<file path="src/rtl/wb_conv1d_engine.sv">
// wb_conv1d_engine: Wishbone-slave 1-D convolution engine.
// Samples are pushed into an input FIFO and shifted through a TAPS-deep window.
// Once the window holds TAPS samples, one output per sample is computed by a
// sequential MAC (one tap per cycle) and queued in an output FIFO for the bus.
module wb_conv1d_engine #(
    parameter int DW        = 8,
    parameter int TAPS      = 3,
    parameter int IN_DEPTH  = 4,
    parameter int OUT_DEPTH = 4
) (
    input  logic        wb_clk_i,
    input  logic        wb_rst_i,
    input  logic        wbs_stb_i,
    input  logic        wbs_cyc_i,
    input  logic        wbs_we_i,
    input  logic [3:0]  wbs_sel_i,
    input  logic [31:0] wbs_adr_i,
    input  logic [31:0] wbs_dat_i,
    output logic        wbs_ack_o,
    output logic [31:0] wbs_dat_o,
    output logic        busy_flag,
    output logic        in_full_flag,
    output logic        out_valid_flag,
    output logic        err_flag,
    output logic        irq_o
);

    localparam int AW  = 2*DW + $clog2(TAPS);
    localparam int IAW = $clog2(IN_DEPTH);
    localparam int OAW = $clog2(OUT_DEPTH);
    localparam int ICW = IAW + 1;
    localparam int OCW = OAW + 1;
    localparam int TW  = $clog2(TAPS);
    localparam int WCW = $clog2(TAPS + 1);

    localparam logic [7:0]     WT_LAST    = 8'(16 + TAPS - 1);
    localparam logic [TW-1:0]  TAP_LAST   = TW'(TAPS - 1);
    localparam logic [WCW-1:0] WARM_FULL  = WCW'(TAPS);
    localparam logic [WCW-1:0] WARM_LAST  = WCW'(TAPS - 1);
    localparam logic [ICW-1:0] IN_FULLC   = ICW'(IN_DEPTH);
    localparam logic [OCW-1:0] OUT_FULLC  = OCW'(OUT_DEPTH);

    typedef enum logic [1:0] {S_IDLE, S_LOAD, S_MAC, S_WRITE} state_t;

    // ---------------- registers ----------------
    logic                 r_ack;
    logic [31:0]          r_dat;
    logic                 r_en;
    logic                 r_irq_en;
    logic                 r_ovf;
    logic                 r_unf;
    logic                 r_cfg_err;
    logic signed [DW-1:0] r_w [TAPS];
    logic signed [DW-1:0] r_x [TAPS];
    logic signed [AW-1:0] r_acc;
    logic [TW-1:0]        r_tap;
    logic [WCW-1:0]       r_warm;
    state_t               r_state;

    logic signed [DW-1:0] r_in_mem [IN_DEPTH];
    logic [IAW-1:0]       r_in_wp;
    logic [IAW-1:0]       r_in_rp;
    logic [ICW-1:0]       r_in_cnt;

    logic signed [AW-1:0] r_out_mem [OUT_DEPTH];
    logic [OAW-1:0]       r_out_wp;
    logic [OAW-1:0]       r_out_rp;
    logic [OCW-1:0]       r_out_cnt;

    // ---------------- wires ----------------
    logic                 w_req;
    logic                 w_wr;
    logic                 w_rd;
    logic [7:0]           w_idx;
    logic                 w_wt_hit;
    logic [TW-1:0]        w_wt_idx;
    logic                 w_wr_ctrl;
    logic                 w_clr;
    logic                 w_wr_din;
    logic                 w_rd_dout;
    logic                 w_wr_wt;
    logic                 w_in_full;
    logic                 w_in_empty;
    logic                 w_out_full;
    logic                 w_out_empty;
    logic                 w_in_push;
    logic                 w_in_pop;
    logic                 w_out_push;
    logic                 w_out_pop;
    logic                 w_eng_push;
    logic                 w_busy;
    logic signed [AW-1:0] w_prod;
    logic [31:0]          w_status;
    logic [31:0]          w_rdata;
    state_t               w_state_nxt;
    logic                 w_unused;

    // Byte selects and the address bits outside the index field carry no meaning here.
    assign w_unused = ^{wbs_sel_i, wbs_adr_i, wbs_dat_i};

    // ---------------- bus decode ----------------
    // A request is taken only while ack is low, which yields the one-cycle ack
    // followed by a mandatory idle cycle.
    assign w_req     = wbs_stb_i & wbs_cyc_i & ~r_ack;
    assign w_wr      = w_req &  wbs_we_i;
    assign w_rd      = w_req & ~wbs_we_i;
    assign w_idx     = wbs_adr_i[23:16];
    assign w_wt_hit  = (w_idx >= 8'h10) && (w_idx <= WT_LAST);
    assign w_wt_idx  = TW'(w_idx - 8'h10);
    assign w_wr_ctrl = w_wr && (w_idx == 8'h00);
    assign w_clr     = w_wr_ctrl & wbs_dat_i[1];
    assign w_wr_din  = w_wr && (w_idx == 8'h02);
    assign w_rd_dout = w_rd && (w_idx == 8'h03);
    assign w_wr_wt   = w_wr && w_wt_hit;

    assign w_in_full   = (r_in_cnt == IN_FULLC);
    assign w_in_empty  = (r_in_cnt == '0);
    assign w_out_full  = (r_out_cnt == OUT_FULLC);
    assign w_out_empty = (r_out_cnt == '0);

    assign w_in_push  = w_wr_din & ~w_in_full;
    assign w_out_pop  = w_rd_dout & ~w_out_empty;
    assign w_out_push = w_eng_push & ~w_out_full;

    assign w_prod = AW'(r_w[r_tap]) * AW'(r_x[r_tap]);

    assign w_status = {8'(r_in_cnt), 8'(r_out_cnt), 11'b0,
                       r_ovf, r_unf, r_cfg_err, ~w_out_empty, w_busy};

    // Read-data mux; results are sign-extended, weights zero-extended.
    always_comb begin
        w_rdata = '0;
        case (w_idx)
            8'h00:   w_rdata = {29'b0, r_irq_en, 1'b0, r_en};
            8'h01:   w_rdata = w_status;
            8'h03:   if (!w_out_empty) w_rdata = 32'(r_out_mem[r_out_rp]);
            default: if (w_wt_hit) w_rdata = 32'($unsigned(r_w[w_wt_idx]));
        endcase
    end

    // Bus response: ack and read data registered, data zero outside read acks.
    always_ff @(posedge wb_clk_i or posedge wb_rst_i) begin
        if (wb_rst_i) begin
            r_ack <= 1'b0;
            r_dat <= '0;
        end else begin
            r_ack <= w_req;
            r_dat <= w_rd ? w_rdata : '0;
        end
    end

    // Control, sticky error bits and weight storage.
    always_ff @(posedge wb_clk_i or posedge wb_rst_i) begin
        if (wb_rst_i) begin
            r_en      <= 1'b0;
            r_irq_en  <= 1'b0;
            r_ovf     <= 1'b0;
            r_unf     <= 1'b0;
            r_cfg_err <= 1'b0;
            for (int k = 0; k < TAPS; k++) r_w[k] <= '0;
        end else begin
            if (w_wr_ctrl) begin
                r_en     <= wbs_dat_i[0];
                r_irq_en <= wbs_dat_i[2];
            end
            if (w_clr) begin
                r_ovf     <= 1'b0;
                r_unf     <= 1'b0;
                r_cfg_err <= 1'b0;
            end else begin
                if (w_wr_din  &  w_in_full)   r_ovf     <= 1'b1;
                if (w_rd_dout &  w_out_empty) r_unf     <= 1'b1;
                if (w_wr_wt   &  w_busy)      r_cfg_err <= 1'b1;
            end
            if (w_wr_wt & ~w_busy) r_w[w_wt_idx] <= wbs_dat_i[DW-1:0];
        end
    end

    // ---------------- input FIFO ----------------
    // Input FIFO storage; contents need no reset, validity lives in the count.
    always_ff @(posedge wb_clk_i) begin
        if (w_in_push) r_in_mem[r_in_wp] <= wbs_dat_i[DW-1:0];
    end

    // Input FIFO pointers; bus push and engine pop may land together.
    always_ff @(posedge wb_clk_i or posedge wb_rst_i) begin
        if (wb_rst_i) begin
            r_in_wp  <= '0;
            r_in_rp  <= '0;
            r_in_cnt <= '0;
        end else if (w_clr) begin
            r_in_wp  <= '0;
            r_in_rp  <= '0;
            r_in_cnt <= '0;
        end else begin
            if (w_in_push) r_in_wp <= r_in_wp + IAW'(1);
            if (w_in_pop)  r_in_rp <= r_in_rp + IAW'(1);
            case ({w_in_push, w_in_pop})
                2'b10:   r_in_cnt <= r_in_cnt + ICW'(1);
                2'b01:   r_in_cnt <= r_in_cnt - ICW'(1);
                default: ;
            endcase
        end
    end

    // ---------------- output FIFO ----------------
    // Output FIFO storage for finished results.
    always_ff @(posedge wb_clk_i) begin
        if (w_out_push) r_out_mem[r_out_wp] <= r_acc;
    end

    // Output FIFO pointers; engine push and bus pop may land together.
    always_ff @(posedge wb_clk_i or posedge wb_rst_i) begin
        if (wb_rst_i) begin
            r_out_wp  <= '0;
            r_out_rp  <= '0;
            r_out_cnt <= '0;
        end else if (w_clr) begin
            r_out_wp  <= '0;
            r_out_rp  <= '0;
            r_out_cnt <= '0;
        end else begin
            if (w_out_push) r_out_wp <= r_out_wp + OAW'(1);
            if (w_out_pop)  r_out_rp <= r_out_rp + OAW'(1);
            case ({w_out_push, w_out_pop})
                2'b10:   r_out_cnt <= r_out_cnt + OCW'(1);
                2'b01:   r_out_cnt <= r_out_cnt - OCW'(1);
                default: ;
            endcase
        end
    end

    // ---------------- engine FSM ----------------
    // State register; CLR aborts any sample in flight.
    always_ff @(posedge wb_clk_i or posedge wb_rst_i) begin
        if (wb_rst_i)   r_state <= S_IDLE;
        else if (w_clr) r_state <= S_IDLE;
        else            r_state <= w_state_nxt;
    end

    // Next state. A sample that will not yet produce a result may start even
    // with the output FIFO full; one that will produce a result needs a free
    // slot, and only the engine fills that FIFO, so the slot is still there at WRITE.
    always_comb begin
        w_state_nxt = r_state;
        case (r_state)
            S_IDLE:  if (r_en && !w_in_empty && (!w_out_full || (r_warm < WARM_LAST)))
                         w_state_nxt = S_LOAD;
            S_LOAD:  w_state_nxt = (r_warm >= WARM_LAST) ? S_MAC : S_IDLE;
            S_MAC:   if (r_tap == TAP_LAST) w_state_nxt = S_WRITE;
            S_WRITE: w_state_nxt = S_IDLE;
            default: w_state_nxt = S_IDLE;
        endcase
    end

    // FSM outputs.
    always_comb begin
        w_busy     = (r_state != S_IDLE);
        w_in_pop   = (r_state == S_LOAD);
        w_eng_push = (r_state == S_WRITE);
    end

    // Window shift, warm-up tracking and the one-tap-per-cycle accumulator.
    always_ff @(posedge wb_clk_i or posedge wb_rst_i) begin
        if (wb_rst_i) begin
            for (int k = 0; k < TAPS; k++) r_x[k] <= '0;
            r_acc  <= '0;
            r_tap  <= '0;
            r_warm <= '0;
        end else if (w_clr) begin
            for (int k = 0; k < TAPS; k++) r_x[k] <= '0;
            r_acc  <= '0;
            r_tap  <= '0;
            r_warm <= '0;
        end else begin
            case (r_state)
                S_LOAD: begin
                    r_x[0] <= r_in_mem[r_in_rp];
                    for (int k = 1; k < TAPS; k++) r_x[k] <= r_x[k-1];
                    r_acc <= '0;
                    r_tap <= '0;
                    if (r_warm < WARM_FULL) r_warm <= r_warm + WCW'(1);
                end
                S_MAC: begin
                    r_acc <= r_acc + w_prod;
                    r_tap <= r_tap + TW'(1);
                end
                default: ;
            endcase
        end
    end

    // ---------------- outputs ----------------
    assign wbs_ack_o      = r_ack;
    assign wbs_dat_o      = r_dat;
    assign busy_flag      = w_busy;
    assign in_full_flag   = w_in_full;
    assign out_valid_flag = ~w_out_empty;
    assign err_flag       = r_ovf | r_unf | r_cfg_err;
    assign irq_o          = r_irq_en & ~w_out_empty;

endmodule
</file>
<file path="config.mk">
export PLATFORM = sky130hd
export DESIGN_NAME = wb_conv1d_engine
export DESIGN_NICKNAME = d
export VERILOG_FILES = /design/src/rtl/wb_conv1d_engine.sv
export SDC_FILE = /design/constraint.sdc
export NUM_CORES = 1
export LEC_CHECK = 0
export ABC_AREA = 1
export ABC_CLOCK_PERIOD_IN_PS = 10460
export CORE_UTILIZATION = 50
export DETAILED_ROUTE_END_ITERATION = 12
export DONT_BUFFER_PORTS = 1
export PLACE_DENSITY = 0.74
export SYNTH_ARGS = -nofsm -noshare
export SYNTH_HDL_FRONTEND = slang
export SYNTH_SLANG_ARGS = --single-unit
export TNS_END_PERCENT = 50
</file>
<file path="constraint.sdc">
create_clock -name wb_clk_i -period 10.46 [get_ports wb_clk_i]
set_input_delay 1.569 -clock wb_clk_i [delete_from_list [all_inputs] [get_ports wb_clk_i]]
set_output_delay 1.569 -clock wb_clk_i [all_outputs]
set_load 0.05 [all_outputs]
</file>
Yosys cells after proc, flatten, opt, wreduce, memory -nomap -nowiden --
Memories as Yosys holds them, arrays and structs flattened. Cells that the tools add are included.
Storage, ports and cells: register bits after elaboration 124, RAM bits 104, input port bits 73, output and inout bits 38, memories kept 2
Operators by class: $add $sub $neg 12, multipliers 1, order comparisons 8, eq/ne operators 15, mux-type cells 52, bitwise logic cells 23, reductions and logical operators 29
Memory list:
- r_out_mem | depth 4, bits a word 18, read ports 1, clocked after memory_dff 0, write ports 1, RTL line 65 | logic signed [AW-1:0] r_out_mem [OUT_DEPTH];
- r_in_mem | depth 4, bits a word 8, read ports 1, clocked after memory_dff 0, write ports 1, RTL line 60 | logic signed [DW-1:0] r_in_mem [IN_DEPTH];
Operators with widths (number):
- case mux 32 bit (3 select lines) | 1
- two-way mux 32 bit | 2
- two-way mux 8 bit | 8
- binary-select mux 8 bit (select 2 bit) | 3
- two-way mux 24 bit | 2
- case mux 18 bit (2 select lines) | 1
- two-way mux 2 bit | 16
- bitwise mux 24 bit | 1
- adder 18 x 16 -> 18 bit | 1
- two-way mux 18 bit | 1
- nonzero test 2 bit | 9
- demux 8 bit (select 2 bit) | 1
- == test 8 x 2 -> 1 bit, second input constant | 2
- multiplier 8 x 8 -> 16 bit | 1
- AND 1 bit | 13
- adder 2 x 1 -> 2 bit, second input constant | 6
- case mux 3 bit (2 select lines) | 2
- == test 2 bit, second input constant | 5
- two-way mux 1 bit | 10
- nonzero test 3 bit | 3
- == test 8 x 1 -> 1 bit, second input constant | 1
- >= comparator 8 x 5 -> 1 bit, second input constant | 1
- <= comparator 8 x 5 -> 1 bit, second input constant | 1
- logical AND 1 bit | 8
- other kinds (22) | 41

Depth between registers and ports, before layout --
Gate-level depths: netlist (run 1).
depth after elaboration 8, gate-level depth with buffers 27, gate-level depth less buffers 26

Least setup slack after synthesis (run 1) --
OpenSTA, ideal clock, no wires.
path type register to register, start register r_tap[1], end register r_acc[17], arrival 4.930 ns, slack 5.412 ns, stages on the path, launching flop included 22, period minus slack after synthesis 5.048 ns, cell sequence dfrtp_1 > inv_1 > clkbuf_1 > o21ai_0 > o21ai_1 > nand2_1 > inv_1 > fa_1 > fa_1 > fa_1 > fa_1 > ha_1 > ha_1 > nand2_1 > nor2_1 > nand2_1 > nand3_1 > nand2_1 > nand2_1 > nand3_1 > nand3_1 > nand2_1
On the way: cells in the longest elaborated chain, start to end 8, elaborated cells between the ends (all ways) 11, those cells by class add/sub: 1; mul: 1; mux: 8; bitwise: 1
RTL lines:
- start: declaration | RTL line 56 | logic [TW-1:0] r_tap;
- start signal: assignment | RTL line 286 | r_tap <= r_tap + TW'(1);
- NOT 2 -> 3 bit (not written as such) (*) | RTL line 125 | assign w_prod = AW'(r_w[r_tap]) * AW'(r_x[r_tap]);
- binary-select mux 8 bit (select 2 bit) | RTL line 125
- two-way mux 8 bit (not written as such) (2 in a row) | RTL line 125
- multiplier 8 x 8 -> 16 bit (*) | RTL line 125
- adder 18 x 16 -> 18 bit (*) | RTL line 285 | r_acc <= r_acc + w_prod;
- case mux 18 bit (2 select lines) (*) | RTL line 276 | case (r_state)
- two-way mux 18 bit (*) | RTL line 270 | end else if (w_clr) begin
- end signal: assignment | RTL line 285
- end: declaration | RTL line 55 | logic signed [AW-1:0] r_acc;
Every way passes the cells marked *; elsewhere a longest branch is shown, timed or not. The select of a mux whose other input is x is not followed. A chain may end at the register's enable or synchronous reset.

Final worst setup path (run 1) --
start register r_tap[0], end register r_acc[17]
Same word-level chain as after synthesis.

==> results of run 1 <==
critical path: stages, from the launching register on:
cell and delay [ns]:
dfrtp_1 0.58, inv_1 0.68, nor2_1 0.08, o22ai_1 0.71, nand2_1 0.21, inv_1 0.42
fa_1 0.53, fa_1 0.53, fa_1 0.44, fa_1 0.50, ha_1 0.31, ha_1 0.36
nand2_1 0.12, nor2_1 0.18, nand2_1 0.07, nand3_1 0.14, nand2_1 0.08, nand2_1 0.11
nand3_1 0.09, nand3_1 0.08, nand2_1 0.05
worst max path at each step:
stage             start  slack [ns]   endpoint
6_report       r_tap[0]        4.11  r_acc[17]
3_5_place_dp   r_tap[0]        4.22  r_acc[17]
4_1_cts        r_tap[0]        4.17  r_acc[17]
2_1_floorplan  r_tap[1]        5.41  r_acc[17]
5_1_grt        r_tap[0]        3.73  r_acc[17]
3_3_place_gp   r_tap[0]        4.27  r_acc[17]
cell usage after synthesis, types with 3 or more instances:
| cell | instances |
|---|---|
| edfxtp_1 | 104 |
| nand4_1 | 6 |
| nand2_1 | 293 |
| or2_2 | 5 |
| xnor2_1 | 6 |
| o22ai_1 | 24 |
| clkbuf_1 | 20 |
| nand2_2 | 7 |
| dfrtp_1 | 115 |
| nor2_1 | 123 |
| ha_1 | 53 |
| nor3_1 | 3 |
| o21ai_2 | 8 |
| nand3_1 | 50 |
| mux2i_1 | 8 |
| fa_1 | 82 |
| inv_2 | 10 |
| nor2_2 | 5 |
| o21ai_1 | 36 |
| buf_6 | 4 |
| buf_4 | 9 |
| nor2_4 | 4 |
| a21boi_1 | 7 |
| o21ai_0 | 97 |
| inv_1 | 256 |
| buf_2 | 8 |
| a31oi_1 | 4 |
| a21oi_1 | 30 |
registers in the layout (all words and copies together) (netlist names), 3 cells and up:
register and count:
r_acc 18, r_w 24, r_in_mem 32, r_out_cnt 3
r_x 24, r_out_mem 72, r_in_cnt 3, wbs_dat_o 23
kinds of logic after synthesis:
kind of cell             after synthesis  share of synthesized area (%)
AND/OR/NAND/NOR                      509                           16.6
buffers and inverters                309                           9.44
flip-flops                           219                           45.9
AO/OA/AOI/OAI                        217                           9.28
adder cells (fa/ha/maj)              135                           17.6
XOR/XNOR                               8                          0.536
multiplexers                           8                          0.613
layer usage:
layer,track usage (%),wire length (um)
met5,0,0
met4,6.94,809
met3,2.64,1350
met2,38.2,13800
met1,27.7,11600
layout make-up:
type	instances	share of cell area, %
sequential	219	42.8
multi-input combinational	877	41.6
inverter	268	7.19
clock buffer	34	4.68
tap	330	2.94
timing repair buffer	10	0.535
clock inverter	6	0.259
cell usage in the layout, fill, tap and decap left out, types with 8 or more instances in the layout:
| cell | count |
|---|---|
| o21ai_1 | 36 |
| mux2i_1 | 8 |
| nor2_1 | 123 |
| o21ai_0 | 97 |
| nand2_1 | 293 |
| dfrtp_1 | 114 |
| fa_1 | 82 |
| buf_4 | 10 |
| a21oi_1 | 30 |
| o22ai_1 | 24 |
| inv_2 | 10 |
| nand3_1 | 50 |
| inv_1 | 255 |
| edfxtp_1 | 104 |
| clkbuf_16 | 23 |
| ha_1 | 53 |
| o21ai_2 | 8 |
metrics by stage:
step / cells / setup slack, ns / hold slack (ns)
CTS: 1744 / 4.17 / 0.475
floorplan: 1405 / 5.41 / 0.445
global route: 1744 / 3.73 / 0.488
detailed placement: 1704 / 4.22 / 0.461
global placement: 1704 / 4.27 / 0.458
finish: 1744 / 4.11 / 0.477
==> flow_results.org, run 1 <==
** Clock network
- Num Clock Sinks :: 219
- In this run the clock root is driven by a clkbuf_16.
- CTS built an H-tree with a depth of 1.
- Once the clock tree was built, the resizer swapped 0 gates to a different size.
- After clock tree synthesis, the clock-pin slew on the worst setup and hold paths is 0.07 ns.
- For the worst-skew pair, the clock arrives at the later sink with an insertion delay of 0.50 ns.
- Max clock buf depth :: 3
- Number of buffers added by the clock tree synthesis step :: 22
- TritonCTS built the clock tree.
- Post-CTS setup buffer count :: 0
- Post-cts hold buffer count :: 0

** Drt
- In the final routed layout, each cell accounts on average for 15.8 um.
- The first routing iteration left 794 violations.
- DRC violation count after routing :: 0
- Antenna violation net count after detailed routing :: 0
- Total via count after detailed routing :: 9,332
- For this block, the routed nets add up to 27.6 mm of wire.
- First-pass detailed-route iteration total :: 6
- Vias per cell :: 5.35

** Run
- Across the run, the number of max-cap violations was 0.

** Logic synthesis
- Synthesis instantiated 48 different standard cells from the library.
- Cell type contributing the most total cell area after synthesis :: edfxtp_1
- The cell area that synthesis handed to floorplanning was 13,100 um^2.
- Net count after synthesis :: 1,613
- Summing the sequential cell areas from Yosys gives 45.9% of the chip area.
- Flops & latches, synth :: 219
- Among all flip-flop cells after synthesis, the most frequent one is dfrtp_1.
- Synthesis produced 1,405 cells.
- Yosys printed 0 warnings.
- Summed over its instances, the top area cell type makes up 23.9% of the synthesized netlist area.
- Leading post-synthesis cells by cell area :: edfxtp_1, dfrtp_1, fa_1
- After synthesis, the mean cell area works out to 9.30 um^2.
- Number of flops mapped to enable cells by yosys :: 104
- Proportion of register bits with asynchronous set or reset after synthesis :: 52.5%

** Finish
- Area growth from synthesis to layout :: 7.35%
- Summing all non-filler instances in the final layout gives an area of 14,000 um^2.
- Count of nets after finishing :: 1,606
- Area occupied by multi-input gates :: 5830 um^2
- Count of inserted antenna diode cells :: 0
- Reg area :: 6000 um^2
- The layout has 2,138 filler cells.
- Cells with a size suffix above 1 make up 6.44% of the layout.
- Final core utilization :: 55.2%

** Die
- Overall die width :: 164 um
- Cell Rows :: 58
- Chip height :: 164 um
- In this run the standard cell core region covers 25,400 um^2.
- 111 I/O pins were placed.
- Initial Utilization :: 51.4%
- Die area :: 26,800 um^2

** Place
- At the end of routability-driven placement, the weighted congestion stood at 0.914.
- Port buffering added 0 buffers.
- Cell Area, Placed :: 13,300 um^2
- Detailed Place HPWL :: 20.0 mm

** Worst setup path
- The worst register-to-register path has a depth of 20.
- Worst Path Required :: 10.85 ns
- The setup path with the least slack is of type reg2reg.
- R2R Path End :: r_acc[17]
- Max Fanout on Critical Path :: 21
- Critical path endpoint category :: flip-flop
- Register-to-register setup slack :: 4.11 ns
- Startpoint class of the critical path :: flip-flop
- The startpoint identified for the worst register-to-register timing path is r_tap[0].
- Data on the critical path arrives at its endpoint at 6.75 ns.

** Timing
- Worst max-slew margin expressed relative to the limit :: 28.7%
- Setup violations remaining at the end of the flow were counted as 0.
- In the final timing run, aggregate negative setup slack is 0 ns.
- The count of final hold-check violations came to 0.
- The final critical path takes up 60.7% of the cycle.
- The final count of pins violating max slew came to 0.
- Least-Margin Pin Slew :: 1.08 ns
- Setup repair after global routing missed its margin :: false
- Derived from the worst setup path, the maximum achievable clock frequency is 0.157 GHz.
- For the final database, setup skew stands at 0.0192 ns.
- Post-route minimum period :: 6.35 ns

** Global routing
- The first global-routing pass estimated 46.0 mm of wire.
- The via count of the first global-routing pass is 9,343.
- Pin count of the biggest net entering global routing :: 61
- Global routing finished with a remaining overflow of 0.
- GRT Util Overall :: 21.7%
- The initial antenna violation count came to 0.

** Hold path
- For hold timing, the worst endpoint is r_x[4].
- The startpoint identified for the worst hold timing path is r_x[4].
- Path category of the worst min-delay check :: reg2reg
- Counting instances, the worst hold path has a depth of 2.

** Outcome
- The flow ran to the end, and the final reports show no timing, DRC or antenna violations.
Power of run 1 is not shown: default switching activity piles up to over one toggle a cycle in this logic, so the estimate is an artifact.
==> run 2: changes to the inputs <==
- ABC_CLOCK_PERIOD_IN_PS: 10460 -> 6000
- clock period: 10.46 -> 6 ns (I/O delays scaled with it)
==> run 2 against run 1 <==
  * Non-clock buffer count up 24
  * Largest cell class unchanged
  * Core utilization is 0.85 points higher
  * Critical path type unchanged
  * Clock skew grew 0.0024 ns
  * Flip-flop and latch count unchanged
  * Die area unchanged
  * Maximum frequency grew 13%
  * Via count grew 0.89%
  * Sequential share of layout area decreased by 0.65 points
  * Worst hold slack got worse by 0.12 ns
  * Routed wire length grew 0.23%
==> flow_results.org, run 2 (synthesis gave the netlist of run 1 again) <==
** Timing
- Final-report max-slew violation count :: 0
- Final period util :: 93.4%
- Setup repair after global routing missed its margin :: false
- Setup violations remaining at the end of the flow were counted as 0.
- Highest attainable clock frequency :: 0.178 GHz
- Least-Margin Pin Slew :: 1.08 ns
- Worst Clk Skew :: 0.0215 ns
- Worst hold slack :: 0.357 ns
- Measured against its own limit, the worst slew margin works out to 28.6%.
- Setup TNS :: 0 ns
- Final Hold Violating Endpoints :: 0
- The clock period could shrink to 5.60 ns.

** Die
- In this run the horizontal extent of the chip is 164 um.
- Cell Rows :: 58
- For this design the top-level I/O count stands at 111.
- For this configuration, the core starts out at a cell density of 51.4%.
- Chip height :: 164 um
- Area of the placeable core :: 25,400 um^2
- The floorplan step defined a die boundary enclosing 26,800 um^2.

** Drt
- First-pass detailed-route iteration total :: 5
- Summing over every cut layer, the via total after detailed routing is 9,415.
- Count of routing violations after the opening detailed-route iteration :: 840
- DRC violation count after routing :: 0
- Post-detailed-routing wire length :: 27.6 mm
- Using the TritonRoute via totals, the vias-per-cell ratio works out to 5.33.
- In the final routed layout, each cell accounts on average for 15.6 um.
- The detail route stage leaves a number of antenna-violating nets equal to 0.

** Outcome
- Outcome :: completed

** Worst setup path
- STA classifies the critical path endpoint as a flip-flop.
- Register-to-register setup slack :: 0.40 ns
- Worst Path Required :: 6.39 ns
- Along the worst path, the maximum fanout reaches 11.
- STA classifies the critical path startpoint as a flip-flop.
- The number of cells on the worst reg-to-reg path is 21.
- CP arrival :: 5.99 ns
- The worst register-to-register path ends at r_acc[17].
- The critical path is of the reg2reg type.
- The worst register-to-register path begins at r_tap[1].

** Place
- Input and output buffers added on the ports amount to 0.
- Cells after DPL :: 1,725
- The wire-length estimate of the detail-placed layout is 20.3 mm.
- The congestion estimate from routability-driven global placement came to 0.916.

** Finish
- The post-route netlist has 8.28% of its cells at a drive strength greater than 1.
- Most frequent standard cell in the layout excluding fill and tap cells :: nand2_1
- In the layout the commonest cells are nand2_1, inv_1, nor2_1.
- The area growth from synthesis to layout is 8.99%.
- Counting flops per register, the top entry is r_out_mem.
- The largest registers in the layout are r_out_mem (72), r_in_mem (32).
- Number of fill cells :: 2,158
- Once layout is complete, the cells apart from fillers number 1,768.
- Final core utilization :: 56.1%
- 0 antenna diodes ended up in the layout.
- Number of flip-flops in the largest register :: 72
- Summing all multi-input logic gate instances after layout gives 5830 um^2.
- Reg area :: 6000 um^2
- The net count of the finished layout is 1,630.

** Clock network
- Number of buffers added by the clock tree synthesis step :: 22
- TritonCTS built the clock tree.
- Num Clock Sinks :: 219
- CTS placed an instance of clkbuf_16 at the clock tree root.
- Deepest level of the CTS H-tree :: 1
- Clock slew seen by the registers of the worst setup and hold paths :: 0.06 ns
- At the later pin of the worst-skew pair, clock insertion delay measures 0.51 ns.
- The clock passes through at most 3 buffers.

** Global routing
- The via count of the first global-routing pass was 9,346.
- GRT Util Overall :: 21.7%
- First-pass GRT wire length :: 46.0 mm
- Congestion Overflow GR :: 0
- The initial antenna violation count came to 0.
- Entering global routing, the biggest net connects 63 pins.

** Run
- The tool flagged a number of max-cap violations equal to 0.

** Hold path
- Path category of the worst min-delay check :: in2async
run 2: layout make-up:
cell class	count	area share, %
sequential	219	42.2
clock buffer	30	4.52
multi-input combinational	877	41.0
timing repair buffer	34	1.88
tap	330	2.90
inverter	268	7.13
clock inverter	10	0.431
run 2: per-stage QoR:
stage	area, um^2	setup slack, ns
2_1_floorplan	13100	0.952
3_3_place_gp	13500	0.463
3_5_place_dp	13500	0.382
4_1_cts	14200	0.341
5_1_grt	14200	0.0719
6_report	14200	0.397
run 2: layer usage:
layer | up-vias | share of wire [%] | global-route usage [%]
met3 | 49 | 5.1 | 2.11
met2 | 237 | 50 | 37.9
met5 | - | 0 | 0
met1 | 4640 | 43 | 28.5
met4 | 0 | 2.7 | 6.57
li1 | 4489 | - | -
run 2: repair_timing:
action                                  in CTS  in global routing
resized for setup                            0                  4
endpoints found under the setup margin       0                  2
setup buffers                                0                  3
hold buffers                                 0                  0
run 2: worst max-delay path: stages, from the launching register on:
cell and delay (ns):
dfrtp_1 0.46, clkinvlp_4 0.24, nor2_1 0.22, buf_4 0.25
a32oi_1 0.11, or2_2 0.34, fa_1 0.52, fa_1 0.54
inv_1 0.05, fa_1 0.51, fa_1 0.60, fa_1 0.43
ha_1 0.36, nand2_1 0.11, nor2_1 0.15, nand2_1 0.06
nand3_1 0.14, nand2_1 0.08, nand2_1 0.11, nand3_1 0.08
nand3_1 0.08, nand2_1 0.05
run 2: worst max-delay path by stage:
stage	start	to	slack (ns)	cells after the start
after floorplan	r_tap[1]	r_acc[17]	0.95	21
after global placement	r_tap[1]	r_acc[17]	0.46	22
after detailed placement	r_tap[1]	r_acc[17]	0.38	22
after CTS	r_tap[1]	r_acc[17]	0.34	23
after global routing	r_tap[1]	r_acc[17]	0.07	23
final	r_tap[1]	r_acc[17]	0.40	21
Power of run 2 is left out for the same reason.
==> run 3: changes to the inputs <==
- ABC_CLOCK_PERIOD_IN_PS: 6000 -> 5050
- PLACE_DENSITY: 0.74 -> 0.77
- REMOVE_ABC_BUFFERS: not set -> 1
- clock period: 6 -> 5.05 ns (I/O delays scaled with it)
==> run 3 against run 2 <==
  * The run now ends with setup timing left
  * Via count is 6.6% higher
  * Flip-flop and latch count is the same
  * Worst hold slack lost 0.044 ns
  * Clock skew is 0.018 ns higher
  * Maximum frequency up 8.5%
  * Global-route usage rose by 1.2 points
  * Sequential share of layout area is 3.2 points lower
  * Critical path depth increased by 1
  * Non-clock buffer count is 50 higher
==> flow_results.org, run 3 (synthesis gave the netlist of run 1 again) <==
** Die
- Cell Rows :: 58
- Overall die width :: 164 um
- Initial Utilization :: 51.4%
- Chip height :: 164 um
- The total area inside the core boundary comes to 25,400 um^2.
- Die area :: 26,800 um^2
- 111 I/O pins were placed.

** Worst setup path
- Number of cells on the worst reg-to-reg path :: 22
- STA classifies the critical path startpoint as a flip-flop.
- Critical path endpoint category :: flip-flop
- Data on the critical path is required at its endpoint by 5.43 ns.
- CP arrival :: 5.54 ns
- The critical path in this run is classified as reg2reg.
- Max Fanout on Critical Path :: 6

** Drt
- In the routed layout, each cell is associated on average with a via count of 5.52.
- For this run, the detailed router's first-pass iteration total came to 5.
- Post-detailed-routing wire length :: 32.1 mm
- Dividing the detail-routed wire length by the instance count gives 17.7 um.
- The detailed router placed 10,000 vias in this run.
- For this block, the initial DRC count from the detailed router was 894.
- Once detail routing completed, the nets flagged for antenna violations numbered 0.
- DRC violation count after routing :: 0

** Finish
- Number of flip-flops in the largest register :: 72
- Count of inserted antenna diode cells :: 0
- Fin area :: 15,400 um^2
- In the final layout, the registers with the most flip-flops are r_out_mem (72), r_in_mem (32).
- From synthesis to final layout, the design area changed by 17.9%.
- Most flop-heavy register :: r_out_mem
- Cells fill 60.6% of the core in the end.
- Leaving out fill and tap cells, the most frequent cell in the layout is nand2_1.
- Ratio of cells with drive above 1 in the final layout :: 18.1%
- Count of nets after finishing :: 1,680
- Commonest cells after routing, fill and taps aside :: nand2_1, inv_1, dfrtp_1

** Clock network
- Num Clock Sinks :: 219
- In this run the number of H-tree levels came out at 1.
- Number of buffers added by the clock tree synthesis step :: 22
- Post-cts hold buffer count :: 0
- Counting along the longest clock path gives a buffer depth of 3.
- TritonCTS built the clock tree.
- Later-pin clock latency in the skew report :: 0.53 ns
- Clock slew seen by the registers of the worst setup and hold paths :: 0.06 ns
- CTS placed an instance of clkbuf_16 at the clock tree root.

** Timing
- Derived from the worst setup path, the maximum achievable clock frequency is 0.194 GHz.
- In this run the tightest slew margin relative to its limit is 35.9%.
- Setup repair after global routing missed its margin :: true
- Between clock sinks in the finished design, the worst skew comes to 0.0391 ns.
- The final count of pins violating max slew came to 0.
- Min setup slack post-route :: -0.115 ns
- Setup TNS :: -0.637 ns
- Setup violations, final :: 7
- Worst hold slack :: 0.312 ns
- Of the available clock period, the critical path in the final layout requires 102%.
- For the finished layout, the period the worst path requires is 5.16 ns.
- Least-Margin Pin Slew :: 0.956 ns
- Final Hold Violating Endpoints :: 0

** Place
- Once detailed placement completed, the half-perimeter wirelength came to 21.1 mm.
- After detailed placement, the total cell area comes to 13,800 um^2.
- Routability congestion estimate :: 0.925
- During placement, the flow inserted port buffers numbering 0.

** Hold path
- The path class of the tightest hold or removal check is in2async.

** Outcome
- The run finished, with violations left.
- The final reports fail on setup timing.

** Run
- Max-cap violations in this run came to 0.

** Global routing
- The first global-routing pass estimated 48.2 mm of wire.
- After global routing the overflow that remains totals 0.
- The via count of the first global-routing pass came to 9,700.
- Initial antenna violation count :: 0
- GRT Util Overall :: 22.8%
- Entering global routing, the biggest net connects 74 pins.
==> run 3: cell types whose count changed in the layout (fill, tap and decap cells not counted), moves of 7 or more <==
cell,change
nand3_2,+7
nor2_1,-11
buf_4,+28
nand3_1,-9
nor2_2,+8
nand2_2,+16
o21ai_2,+8
o21ai_0,-7
inv_1,-10
ha_1,-23
inv_2,+8
ha_4,+23
buf_6,+17
nand2_1,-20
==> run 3: layout make-up <==
cell class / instances / area (um^2)
Clock buffer: 33 / 632
Clock inverter: 7 / 120
Fill cell: 1880 / 10000
Inverter: 268 / 1020
Multi-Input combinational cell: 877 / 6430
Sequential cell: 219 / 6010
Tap cell: 330 / 413
Timing Repair Buffer: 84 / 774
==> run 3: metrics by stage <==
stage / std cells / worst slack [ns]
after floorplan: 1364 / -0.330
after global placement: 1759 / -0.128
after detailed placement: 1759 / -0.217
after CTS: 1800 / 0.000860
after global routing: 1818 / -0.234
final: 1818 / -0.115
==> run 3: what timing repair did <==
item | 4_1_cts | 5_1_grt
resized for setup | 28 | 124
setup endpoints to repair | 10 | 11
gates cloned | 0 | 2
buffers inserted | 1 | 16
pin swaps | 12 | 65
==> run 3: routing by layer <==
layer	up-vias	share of wire, %	GRT usage, %
li1	4597	-	-
met1	4891	38	29.4
met2	433	51	39.9
met3	119	7.0	2.84
met4	0	4.0	7.41
met5	-	0	0
==> run 3: critical path: stages, from the launching register on <==
cell and delay [ns]:
dfrtp_2 0.47, nor2_4 0.21, buf_4 0.16, inv_6 0.04, o22ai_4 0.17, buf_6 0.18, nand2_2 0.08, fa_1 0.52
inv_1 0.07, fa_1 0.52, fa_1 0.46, fa_1 0.52, fa_1 0.52, ha_4 0.35, nand2_4 0.08, nor2_4 0.11
nand2_2 0.08, nand3_4 0.11, nand3_2 0.08, nand2_1 0.07, nand2_1 0.06, nand3_1 0.08, nand2_1 0.06
==> run 3: final timing paths <==
path	startpoint	end	slack (ns)
min reg2reg	r_x[3]	r_x[3]	0.49
max	r_tap[0]	r_acc[11]	-0.11
max reg2reg	r_tap[0]	r_acc[11]	-0.11
max in group asynchronous	wb_rst_i	wbs_dat_o[30]	3.61
min in group wb_clk_i	wbs_dat_i[4]	r_in_mem[0][4]	0.33
min	wb_rst_i	wbs_dat_o[6]	0.31
Power of run 3 is left out for the same reason.
